==> config.mk <==
export PLATFORM = sky130hd
export DESIGN_NAME = relu_frame_sequencer_flat
export DESIGN_NICKNAME = d
export VERILOG_FILES = /design/src/rtl/relu_frame_sequencer_if.sv /design/src/rtl/relu_frame_sequencer.sv /design/src/flat_wrapper.sv
export SDC_FILE = /design/constraint.sdc
export NUM_CORES = 1
export LEC_CHECK = 0
export ABC_AREA = 1
export CAP_MARGIN = 20
export CORE_MARGIN = 3
export CORE_UTILIZATION = 45
export CTS_CLUSTER_DIAMETER = 80
export DETAILED_ROUTE_END_ITERATION = 7
export PLACE_DENSITY_LB_ADDON = 0.12
export RECOVER_POWER = 50
export REMOVE_ABC_BUFFERS = 1
export SKIP_LAST_GASP = 1
export SLEW_MARGIN = 0
export SYNTH_ARGS = -nofsm -noshare
export SYNTH_HDL_FRONTEND = slang
export SYNTH_SLANG_ARGS = --single-unit
==> constraint.sdc <==
create_clock -name clk -period 2.5 [get_ports clk]
set_input_delay 0.5 -clock clk [delete_from_list [all_inputs] [get_ports clk]]
set_output_delay 0.5 -clock clk [all_outputs]
set_load 0.05 [all_outputs]
==> src/rtl/relu_frame_sequencer_if.sv <==
// Pixel stream bundle between the upstream source, the frame sequencer and the ReLu stage.
// The master drives raw beats and observes the marked stream; the slave is the sequencer.
interface relu_frame_sequencer_if #(
   parameter int DATA_WIDTH = 8
);
   logic signed [DATA_WIDTH-1:0] data_i;
   logic                         valid_i;
   logic signed [DATA_WIDTH-1:0] data_o;
   logic                         valid_o;
   logic                         sop_o;
   logic                         eop_o;
   logic                         sof_o;
   logic                         eof_o;

   modport master (
      output data_i,
      output valid_i,
      input  data_o,
      input  valid_o,
      input  sop_o,
      input  eop_o,
      input  sof_o,
      input  eof_o
   );

   modport slave (
      input  data_i,
      input  valid_i,
      output data_o,
      output valid_o,
      output sop_o,
      output eop_o,
      output sof_o,
      output eof_o
   );
endinterface

==> src/rtl/relu_frame_sequencer.sv <==
// Counts accepted pixel beats into IMG_WIDTH x IMG_HEIGHT frames and emits line/frame
// markers one cycle later; frames run single-shot or back-to-back once armed by start_i.
module relu_frame_sequencer #(
   parameter int DATA_WIDTH = 8,
   parameter int IMG_WIDTH  = 320,
   parameter int IMG_HEIGHT = 240,
   parameter int CNT_WIDTH  = 16
) (
   input  logic                     clk,
   input  logic                     reset,
   input  logic                     start_i,
   input  logic                     continuous_i,
   input  logic                     stop_i,
   relu_frame_sequencer_if.slave    pix,
   output logic                     busy_o,
   output logic                     frame_done_o,
   output logic [CNT_WIDTH-1:0]     frame_cnt_o,
   output logic                     drop_o
);

   localparam int COL_W = (IMG_WIDTH  > 1) ? $clog2(IMG_WIDTH)  : 1;
   localparam int ROW_W = (IMG_HEIGHT > 1) ? $clog2(IMG_HEIGHT) : 1;

   localparam logic [COL_W-1:0]     COL_ZERO = {COL_W{1'b0}};
   localparam logic [ROW_W-1:0]     ROW_ZERO = {ROW_W{1'b0}};
   localparam logic [COL_W-1:0]     COL_ONE  = COL_W'(1'b1);
   localparam logic [ROW_W-1:0]     ROW_ONE  = ROW_W'(1'b1);
   localparam logic [CNT_WIDTH-1:0] CNT_ONE  = CNT_WIDTH'(1'b1);
   localparam logic [COL_W-1:0]     COL_LAST = COL_W'(IMG_WIDTH - 1);
   localparam logic [ROW_W-1:0]     ROW_LAST = ROW_W'(IMG_HEIGHT - 1);

   typedef enum logic [0:0] {
      ST_IDLE = 1'b0,
      ST_RUN  = 1'b1
   } state_e;

   state_e                       state_q, state_d;
   logic [COL_W-1:0]             col_q, col_d;
   logic [ROW_W-1:0]             row_q, row_d;
   logic                         cont_q, cont_d;
   logic                         drop_q, drop_d;
   logic signed [DATA_WIDTH-1:0] data_q, data_d;
   logic                         valid_q, valid_d;
   logic                         sop_q, sop_d;
   logic                         eop_q, eop_d;
   logic                         sof_q, sof_d;
   logic                         eof_q, eof_d;
   logic [CNT_WIDTH-1:0]         cnt_q, cnt_d;

   logic last_col_s;
   logic last_row_s;
   logic cont_keep_s;

   assign last_col_s  = (col_q == COL_LAST);
   assign last_row_s  = (row_q == ROW_LAST);
   // A stop pulse cancels continuous mode but lets the frame in flight finish.
   assign cont_keep_s = cont_q & ~stop_i;

   // Next-state, beat counters and marker generation.
   always_comb begin
      state_d = state_q;
      col_d   = col_q;
      row_d   = row_q;
      cont_d  = cont_q;
      drop_d  = drop_q;
      data_d  = data_q;
      valid_d = 1'b0;
      sop_d   = 1'b0;
      eop_d   = 1'b0;
      sof_d   = 1'b0;
      eof_d   = 1'b0;
      cnt_d   = cnt_q;

      case (state_q)
         ST_IDLE: begin
            if (start_i) begin
               state_d = ST_RUN;
               cont_d  = continuous_i & ~stop_i;
               col_d   = COL_ZERO;
               row_d   = ROW_ZERO;
               drop_d  = 1'b0;
            end else if (pix.valid_i) begin
               drop_d = 1'b1;
            end else begin
               drop_d = drop_q;
            end
         end

         ST_RUN: begin
            cont_d = cont_keep_s;
            if (pix.valid_i) begin
               data_d  = pix.data_i;
               valid_d = 1'b1;
               sop_d   = (col_q == COL_ZERO);
               eop_d   = last_col_s;
               sof_d   = (col_q == COL_ZERO) && (row_q == ROW_ZERO);
               eof_d   = last_col_s && last_row_s;
               if (last_col_s) begin
                  col_d = COL_ZERO;
                  if (last_row_s) begin
                     row_d = ROW_ZERO;
                     cnt_d = cnt_q + CNT_ONE;
                     if (cont_keep_s) begin
                        state_d = ST_RUN;
                     end else begin
                        state_d = ST_IDLE;
                     end
                  end else begin
                     row_d = row_q + ROW_ONE;
                  end
               end else begin
                  col_d = col_q + COL_ONE;
               end
            end else begin
               data_d = data_q;
            end
         end

         default: begin
            state_d = ST_IDLE;
            col_d   = COL_ZERO;
            row_d   = ROW_ZERO;
            cont_d  = 1'b0;
         end
      endcase
   end

   // State, counters and registered stream outputs.
   always_ff @(posedge clk) begin
      if (reset) begin
         state_q <= ST_IDLE;
         col_q   <= COL_ZERO;
         row_q   <= ROW_ZERO;
         cont_q  <= 1'b0;
         drop_q  <= 1'b0;
         data_q  <= {DATA_WIDTH{1'b0}};
         valid_q <= 1'b0;
         sop_q   <= 1'b0;
         eop_q   <= 1'b0;
         sof_q   <= 1'b0;
         eof_q   <= 1'b0;
         cnt_q   <= {CNT_WIDTH{1'b0}};
      end else begin
         state_q <= state_d;
         col_q   <= col_d;
         row_q   <= row_d;
         cont_q  <= cont_d;
         drop_q  <= drop_d;
         data_q  <= data_d;
         valid_q <= valid_d;
         sop_q   <= sop_d;
         eop_q   <= eop_d;
         sof_q   <= sof_d;
         eof_q   <= eof_d;
         cnt_q   <= cnt_d;
      end
   end

   assign pix.data_o   = data_q;
   assign pix.valid_o  = valid_q;
   assign pix.sop_o    = sop_q;
   assign pix.eop_o    = eop_q;
   assign pix.sof_o    = sof_q;
   assign pix.eof_o    = eof_q;
   assign busy_o       = (state_q == ST_RUN);
   assign frame_done_o = eof_q;
   assign frame_cnt_o  = cnt_q;
   assign drop_o       = drop_q;

endmodule

==> src/flat_wrapper.sv <==
// flat-port wrapper written by rule: the top's interface ports become plain ports
module relu_frame_sequencer_flat 
#(
   parameter int DATA_WIDTH = 8,
   parameter int IMG_WIDTH  = 320,
   parameter int IMG_HEIGHT = 240,
   parameter int CNT_WIDTH  = 16
)
  (clk, reset, start_i, continuous_i, stop_i, busy_o, frame_done_o, frame_cnt_o, drop_o, pix_data_i, pix_valid_i, pix_data_o, pix_valid_o, pix_sop_o, pix_eop_o, pix_sof_o, pix_eof_o);
  relu_frame_sequencer_if #(.DATA_WIDTH(DATA_WIDTH)) pix_i ();
  input  logic clk;
  input  logic reset;
  input  logic start_i;
  input  logic continuous_i;
  input  logic stop_i;
  output logic busy_o;
  output logic frame_done_o;
  output logic [CNT_WIDTH-1:0] frame_cnt_o;
  output logic drop_o;
  input wire logic [$bits(pix_i.data_i)-1:0] pix_data_i;
  input wire logic [$bits(pix_i.valid_i)-1:0] pix_valid_i;
  output wire logic [$bits(pix_i.data_o)-1:0] pix_data_o;
  output wire logic [$bits(pix_i.valid_o)-1:0] pix_valid_o;
  output wire logic [$bits(pix_i.sop_o)-1:0] pix_sop_o;
  output wire logic [$bits(pix_i.eop_o)-1:0] pix_eop_o;
  output wire logic [$bits(pix_i.sof_o)-1:0] pix_sof_o;
  output wire logic [$bits(pix_i.eof_o)-1:0] pix_eof_o;
  assign pix_i.data_i = pix_data_i;
  assign pix_i.valid_i = pix_valid_i;
  assign pix_data_o = pix_i.data_o;
  assign pix_valid_o = pix_i.valid_o;
  assign pix_sop_o = pix_i.sop_o;
  assign pix_eop_o = pix_i.eop_o;
  assign pix_sof_o = pix_i.sof_o;
  assign pix_eof_o = pix_i.eof_o;
  relu_frame_sequencer #(.DATA_WIDTH(DATA_WIDTH), .IMG_WIDTH(IMG_WIDTH), .IMG_HEIGHT(IMG_HEIGHT), .CNT_WIDTH(CNT_WIDTH)) u_core (.clk(clk), .reset(reset), .start_i(start_i), .continuous_i(continuous_i), .stop_i(stop_i), .pix(pix_i), .busy_o(busy_o), .frame_done_o(frame_done_o), .frame_cnt_o(frame_cnt_o), .drop_o(drop_o));
endmodule
# Word level (Yosys, flattened, before mapping)
# Cells that the tools add are included.
[op_classes]
n_addsub = 3
n_eq_ne = 5
muxes = 20
bitwise_logic = 5
n_reduce_logical = 12
[op_table]
columns = ["op", "n"]
rows = [
  ["$mux 8", 4],
  ["$mux 9", 3],
  ["$pmux 9 s2", 1],
  ["$add 16x1->16 const B", 1],
  ["$pmux 8 s2", 1],
  ["$add 9x1->9 const B", 1],
  ["$eq 9x9->1 const B", 1],
  ["$logic_not 9->1", 1],
  ["$mux 1", 9],
  ["$add 8x1->8 const B", 1],
  ["$eq 8x8->1 const B", 1],
  ["$logic_not 8->1", 1],
  ["$ne 2x2->1 const B", 3],
  ["$reduce_and 2->1", 3],
  ["$pmux 1 s2", 2],
  ["$reduce_and 4->1", 1],
  ["$not 1->1", 3],
  ["$reduce_and 3->1", 1],
  ["$reduce_or 3->1", 1],
  ["$and 1x1->1", 2],
  ["$logic_and 1x1->1", 2],
  ["$reduce_bool 2->1", 1],
  ["$reduce_or 2->1", 1],
]
[totals]
reg_bits = 49
input_bits = 14
wordCells = 57

# Logic depth before layout (Yosys ltp)
# Gate-level depths: netlist of the first run.
[depth]
ltp_word = 7
ltp_mapped = 9
mapped_depth_nobuf = 9

# Worst setup path before layout of the first run
# OpenSTA, ideal clock, no wires.
[synth_path]
path_kind = "register -> register"
startpoint = "register u_core.cnt_q[0] (netlist: u_core.frame_cnt_o[0])"
endpoint = "register u_core.cnt_q[14] (netlist: u_core.frame_cnt_o[14])"
setup_time_ns = 0.117
t_arrival_ns = 1.623
required_ns = 2.383
path_slack_ns = 0.761
path_stages_with_launch = 9
n_path_buf = 0
period_less_slack_ns = 1.739
cell_sequence = "dfxtp_1 > ha_1 > nand2_1 > nor2_1 > nand3b_1 > nor2_1 > nand3_1 > nand2_1 > nor2_1"
[synth_via]
elab_chain_cells = 1
[synth_rtl]
columns = ["item", "line_no", "source"]
rows = [
  ["start, declared", "relu_frame_sequencer.sv:48", "logic [CNT_WIDTH-1:0] cnt_q, cnt_d;"],
  ["start signal, assigned", "relu_frame_sequencer.sv:142", "cnt_q <= {CNT_WIDTH{1'b0}};"],
  ["start signal, assigned", "relu_frame_sequencer.sv:155", "cnt_q <= cnt_d;"],
  ["$add 16x1->16", "relu_frame_sequencer.sv:102", "cnt_d = cnt_q + CNT_ONE;"],
]
# No other way between the ends.
# A chain may end at the register's enable or synchronous reset.

# Worst setup path after layout of the first run
[layout_path]
startpoint = "register u_core.state_q (netlist: u_core.busy_o)"
endpoint = "output port busy_o"
[layout_lines]
columns = ["item", "line_no", "source"]
rows = [
  ["start, declared", "relu_frame_sequencer.sv:37", "state_e state_q, state_d;"],
  ["start signal, assigned", "relu_frame_sequencer.sv:144", "state_q <= state_d;"],
  ["end, declared", "flat_wrapper.sv:16", "output logic busy_o;"],
]
# No word-level cell between the ends.

==> results.json, run 1 <==
{
  "cts_tree": "yes",
  "fillCellCount": 539,
  "synth_edf_count": 0,
  "die_area_um2": 6281,
  "syn_avg_cell_area_um2": 6.899,
  "yosysWarnings": 0,
  "powerDensity_nw_per_um2": 495.6,
  "grt_busiest_layer": "met2",
  "cpPeakStageDelay_ps": 860,
  "yosys-top-cells-area": "dfxtp_1 41%, nor2_1 11%, nand2_1 9.9%",
  "period_share": 0.8658,
  "p_leak_nw": 1.181,
  "vias": 2282,
  "synth_seq_area_share": 0.4062,
  "die_h_um": 79.26,
  "post_synth_num_cell_types": 31,
  "grt-ovfl-total": 0,
  "synth.top_cell.area_share": 0.4062,
  "post_drt_wl_per_cell_um": 11.01,
  "path_depth": 1,
  "grt_util_met2": 0.3005,
  "fin_util": 0.5786,
  "die_x_um": 79.26,
  "grt_pass1_wl_um": 9170,
  "tightest_slew_ps": 647.2,
  "grt_setup_unrepaired": "false",
  "use_met3": 0.04649,
  "drcViolationCount": 0,
  "cts_setup_buffers": 0,
  "vias_per_cell": 4.918,
  "cts-resized-gates": 0,
  "core_um2": 5140,
  "syn_area_um2": 2415,
  "cap_violations": 0,
  "use_met1": 0.2281,
  "groute.usage.overall": 0.1806,
  "drtIter0Drc": 152,
  "cp.required_ps": 2000,
  "area.growth.synth_to_final_pct": 23.16,
  "fp-row-count": 26,
  "synth_common_cells": "69 x nor2_1, 64 x nand2_1, 49 x dfxtp_1, 38 x inv_1, 33 x nand3_1",
  "cts-htree-levels": 2,
  "numCtsBuffers": 5,
  "num_io_pins": 46,
  "ff2ff_path_depth": 8,
  "fin_setup_tns_ps": 0,
  "crit_arrival_ps": 1660,
  "outcome": "completed",
  "dr.pass1.iters": 4,
  "crit_path_start_kind": "flip-flop",
  "ant_nets": 0,
  "cp_top_family": "buffers and inverters",
  "port-buffer-count": 45,
  "hp-class": "reg2reg",
  "clk_latency_ps": 310,
  "skew_ps": 7.178,
  "critical_path.max_fanout": 9,
  "antenna_found_initial": 0,
  "place_hpwl_um": 3757,
  "routed_wl_um": 5110,
  "postCtsHoldBufs": 0,
  "gp_congestion": 0.8203,
  "slew_violations": 0,
  "multi_input_area_um2": 1172,
  "clkSinkCount": 49,
  "crit_buf_inv": 1,
  "start_util": 0.4698,
  "min_path_cells": 2,
  "antenna_cells": 0,
  "yosys.area.top_type": "dfxtp_1",
  "cp_cell_sequence": "clkdlybuf4s50_1",
  "grt_pass1_vias": 2093,
  "setup_viol": 0,
  "hold_viol_final": 0,
  "seqCellArea_um2": 980.9,
  "period_minus_slack_ps": 2164,
  "nets": 412,
  "root_buffer": "clkbuf_8",
  "path_clk_slew_ps": 90,
  "synthCells": 350,
  "clk_path_buf_depth": 2,
  "ys_ff_latch": 49,
  "synth_ff_type": "dfxtp_1",
  "end_kind": "output port",
  "vdd_drop_max_uv": 273.8,
  "slew_headroom": 0.5675,
  "yosysMostFrequentCell": "nor2_1",
  "fmax_mhz": 462.0,
  "cp_slowest_cell": "clkdlybuf4s50_1",
  "grt_max_degree": 34,
  "ys_async_sr_fraction": 0,
  "drive_gt1_frac": 0.04569,
  "crit_type": "reg2out"
}
-- layout by cell type, fill, tap and decap left out --
| cell type | count |
|---|---|
| nor2_1 | 72 |
| inv_2 | 2 |
| nand4_1 | 2 |
| clkinv_2 | 1 |
| nand3_1 | 33 |
| o21ai_1 | 1 |
| o21bai_1 | 1 |
| nand3_4 | 1 |
| clkbuf_8 | 7 |
| nor3_1 | 4 |
| ha_1 | 5 |
| nand2_1 | 66 |
| clkbuf_1 | 2 |
| nand2_2 | 2 |
| o221ai_1 | 1 |
| o21ai_0 | 20 |
| nand3b_1 | 1 |
| a21oi_1 | 30 |
| nor2_4 | 3 |
| clkdlybuf4s50_1 | 43 |
| dlygate4sd3_1 | 2 |
| a32o_1 | 1 |
| buf_12 | 1 |
| nor3b_1 | 1 |
| dfxtp_1 | 49 |
| xor2_1 | 2 |
| inv_1 | 39 |
| nand3_2 | 1 |
| nor4_1 | 1 |
-- where the power goes --
part / switching (mW) / internal, mW
registers: 0.00944 / 0.795
clock network: 0.260 / 0.250
logic: 0.0997 / 0.0605
-- logic make-up (layout without fill, tap and decap cells) --
family                   Yosys count  in the layout  synth area share
XOR/XNOR                           2              2          0.007255
buffers and inverters             53             97           0.09741
AO/OA/AOI/OAI                     54             54            0.1166
adder cells (fa/ha/maj)            5              5           0.02591
AND/OR/NAND/NOR                  187            187            0.3466
flip-flops                        49             49            0.4062
-- cell type report --
type,count,share of cell area
clock buffer,7,0.03239
clock inverter,1,0.001683
multi-input combinational,248,0.3942
timing repair buffer,48,0.1607
sequential,49,0.3298
tap,70,0.02945
inverter,41,0.05175
-- state kept, by name, summed over array words and instances (netlist names) --
name	cells
u_core.pix.sof_o	1
u_core.row_q	8
u_core.busy_o	1
u_core.pix.eop_o	1
u_core.cont_q	1
u_core.frame_cnt_o	16
u_core.drop_o	1
u_core.pix.data_o	8
u_core.pix.sop_o	1
u_core.col_q	9
u_core.pix.valid_o	1
u_core.frame_done_o	1
-- path summary, 6_finish.rpt --
check,slack [ps],from,end
setup reg to reg,440,u_core.row_q[0],u_core.frame_cnt_o[9]
hold / removal,490,u_core.pix.data_o[5],u_core.pix.data_o[5]
setup / recovery,340,u_core.busy_o,busy_o
hold reg to reg,490,u_core.pix.data_o[5],u_core.pix.data_o[5]
-- metrics by stage --
stage / setup WS [ps] / hold slack, ps / cell area (um2) / std cells / power (mW)
floorplan: 449.4 / 443.6 / 2333 / 338 / 0.9192
global placement: 507.1 / 463.7 / 2907 / 456 / 0.9862
detailed placement: 452.7 / 467.8 / 2907 / 456 / 0.9871
CTS: 313.4 / 486.5 / 3008 / 464 / 1.497
global route: 147.1 / 497.0 / 2974 / 464 / 1.542
finish: 335.5 / 485.2 / 2974 / 464 / 1.474
-- per-layer routing --
layer  routed length, um  part of all wire  up-vias
met5                   0                 0        -
met4                  41            0.0080        0
met3                 314             0.061        3
met2                2290              0.45       65
met1                2463              0.48     1015
li1                    -                 -     1199
(Power assumes the default switching activity.)
==> run 2, diff against run 1 <==
--- a/config.mk
+++ b/config.mk
@@ -7,6 +7,7 @@
 export LEC_CHECK = 0
 export ABC_AREA = 1
 export CAP_MARGIN = 20
+export CORE_ASPECT_RATIO = 1.5
 export CORE_MARGIN = 3
 export CORE_UTILIZATION = 45
 export CTS_CLUSTER_DIAMETER = 80
==> run 2 against run 1 <==
Total power decreased by 2.5%. Global-route usage increased by 0.56 points. Die area increased by 0.29%. Critical path type unchanged. Sequential power about the same. Clock-buffer cell count unchanged. Via count increased by 0.92%. Largest cell class unchanged. Core utilization increased by 0.11 points. Wire length increased by 6.0%. Sequential share of layout area decreased by 0.22 points. Highest routed layer unchanged.
==> results.json, run 2 (same netlist as run 1, synthesis figures left out) <==
{
  "routed_wl_um": 5416,
  "postCtsHoldBufs": 0,
  "fmax_mhz": 481.4,
  "groute.usage.overall": 0.1862,
  "post_drt_wl_per_cell_um": 11.70,
  "clkSinkCount": 49,
  "die_x_um": 65.81,
  "r2r_slack_ps": 610,
  "cts-htree-levels": 2,
  "die_area_um2": 6299,
  "ff2ff_path_depth": 8,
  "mostFrequentLayoutCells": "71 x nor2_1, 65 x nand2_1, 49 x dfxtp_1, 39 x inv_1, 39 x clkdlybuf4s50_1",
  "dp_cells": 456,
  "numCtsBuffers": 5,
  "hold-path-endpoint": "u_core.busy_o",
  "clk_latency_ps": 300,
  "swShare": 0.2501,
  "antenna_found_initial": 0,
  "vias_per_cell": 4.974,
  "area.growth.synth_to_final_pct": 23.99,
  "path_clk_slew_ps": 90,
  "pwr-share-seq": 0.559,
  "cts-resized-gates": 0,
  "critical_path.max_fanout": 5,
  "outcome": "completed",
  "setup_viol": 0,
  "skew_ps": 6.979,
  "start_util": 0.4675,
  "port-buffer-count": 45,
  "min_from": "u_core.cont_q",
  "hold_viol_final": 0,
  "cp_slowest_cell": "clkdlybuf4s50_1",
  "final_common_cell": "nor2_1",
  "r2r_start": "u_core.busy_o",
  "cp.required_ps": 2000,
  "grt_pass1_vias": 2068,
  "fp-row-count": 32,
  "period_minus_slack_ps": 2077,
  "grt-ovfl-total": 0,
  "crit_buf_inv": 1,
  "p_leak_nw": 1.241,
  "ant_nets": 0,
  "startpoint": "u_core.busy_o",
  "crit_arrival_ps": 1580,
  "place_hpwl_um": 4079,
  "reg2reg_to": "u_core.frame_cnt_o[4]",
  "period_share": 0.8310,
  "clk_path_buf_depth": 2,
  "cp_cell_sequence": "clkdlybuf4s50_1",
  "vdd_drop_max_uv": 322.4,
  "antenna_cells": 0,
  "grt_setup_unrepaired": "false",
  "grt_pass1_wl_um": 9128,
  "clockPowerShare": 0.325,
  "fin_setup_tns_ps": 0,
  "powerDensity_nw_per_um2": 480.1,
  "drcViolationCount": 0,
  "crit_type": "reg2out",
  "slew_violations": 0,
  "cts_setup_buffers": 0,
  "cp_top_family": "buffers and inverters",
  "drtIter0Drc": 110,
  "hp-class": "reg2reg",
  "min_path_cells": 2,
  "switching_power_mw": 0.3594,
  "path_depth": 1,
  "die_h_um": 95.72,
  "dr.pass1.iters": 6,
  "end_kind": "output port",
  "gp_congestion": 0.8514,
  "comb_power_share": 0.116,
  "stdcell_count": 463,
  "drive_gt1_frac": 0.05316,
  "nets": 414,
  "crit_path_start_kind": "flip-flop",
  "grt_max_degree": 33,
  "tightest_slew_ps": 699.1,
  "num_io_pins": 46,
  "largest_reg_flops": 16,
  "cpPeakStageDelay_ps": 840,
  "p_int_mw": 1.078,
  "cts_tree": "yes",
  "core_um2": 5165,
  "root_buffer": "clkbuf_8",
  "cap_violations": 0,
  "slew_headroom": 0.5334,
  "vias": 2303
}
## run 2: changes by cell type in the layout (fill, tap and decap cells not counted), sizes merged
cell	before	now
clkdlybuf4s50	43	39
dlygate4sd3	2	6
buf	1	4
clkbuf	9	8
clkinv	1	0
## run 2: power by group through the flow
| stage | sequential [mW] | combinational [mW] | clock, mW |
|---|---|---|---|
| 5_1_grt | 0.806 | 0.182 | 0.511 |
| 6_report | 0.803 | 0.167 | 0.467 |
| 3_3_place_gp | 0.822 | 0.170 | 0 |
| 2_1_floorplan | 0.864 | 0.0555 | 0 |
| 4_1_cts | 0.804 | 0.172 | 0.482 |
| 3_5_place_dp | 0.822 | 0.171 | 0 |
## run 2: layer usage
metal | global-route usage | vias to the layer above | part of all wire | wire length [um]
met5 | 0 | - | 0 | 0
li1 | - | 1210 | - | -
met2 | 0.3364 | 47 | 0.53 | 2886
met1 | 0.2083 | 1038 | 0.41 | 2201
met3 | 0.03505 | 8 | 0.043 | 235
met4 | 0.08304 | 0 | 0.017 | 92
## run 2: layout make-up
class                           instances  area (um2)
Clock buffer                            7       86.33
Inverter                               41       153.9
Tap cell                               68       85.08
Timing Repair Buffer                   50       496.7
Multi-Input combinational cell        248        1191
Sequential cell                        49       980.9
Fill cell                             510        2171
## run 2: worst max-delay path by stage
stage / slack [ps] / end
after floorplan: 450 / u_core.frame_cnt_o[2]
after detailed placement: 330 / u_core.frame_cnt_o[3]
after CTS: 420 / busy_o
after global placement: 380 / u_core.frame_cnt_o[4]
final: 420 / busy_o
after global routing: 280 / u_core.frame_cnt_o[9]
## run 2: stage by stage
stage | hold WS (ps) | utilization | total power, mW | area [um2] | setup WS, ps
floorplan | 443.6 | - | 0.9192 | 2333 | 449.4
global placement | 465.0 | 0.5652 | 0.9919 | 2919 | 381.6
detailed placement | 474.8 | 0.5652 | 0.9935 | 2919 | 329.8
CTS | 491.5 | 0.5819 | 1.458 | 3005 | 421.4
global route | 506.6 | 0.5797 | 1.499 | 2994 | 278.3
finish | 479.3 | 0.5797 | 1.437 | 2994 | 422.6
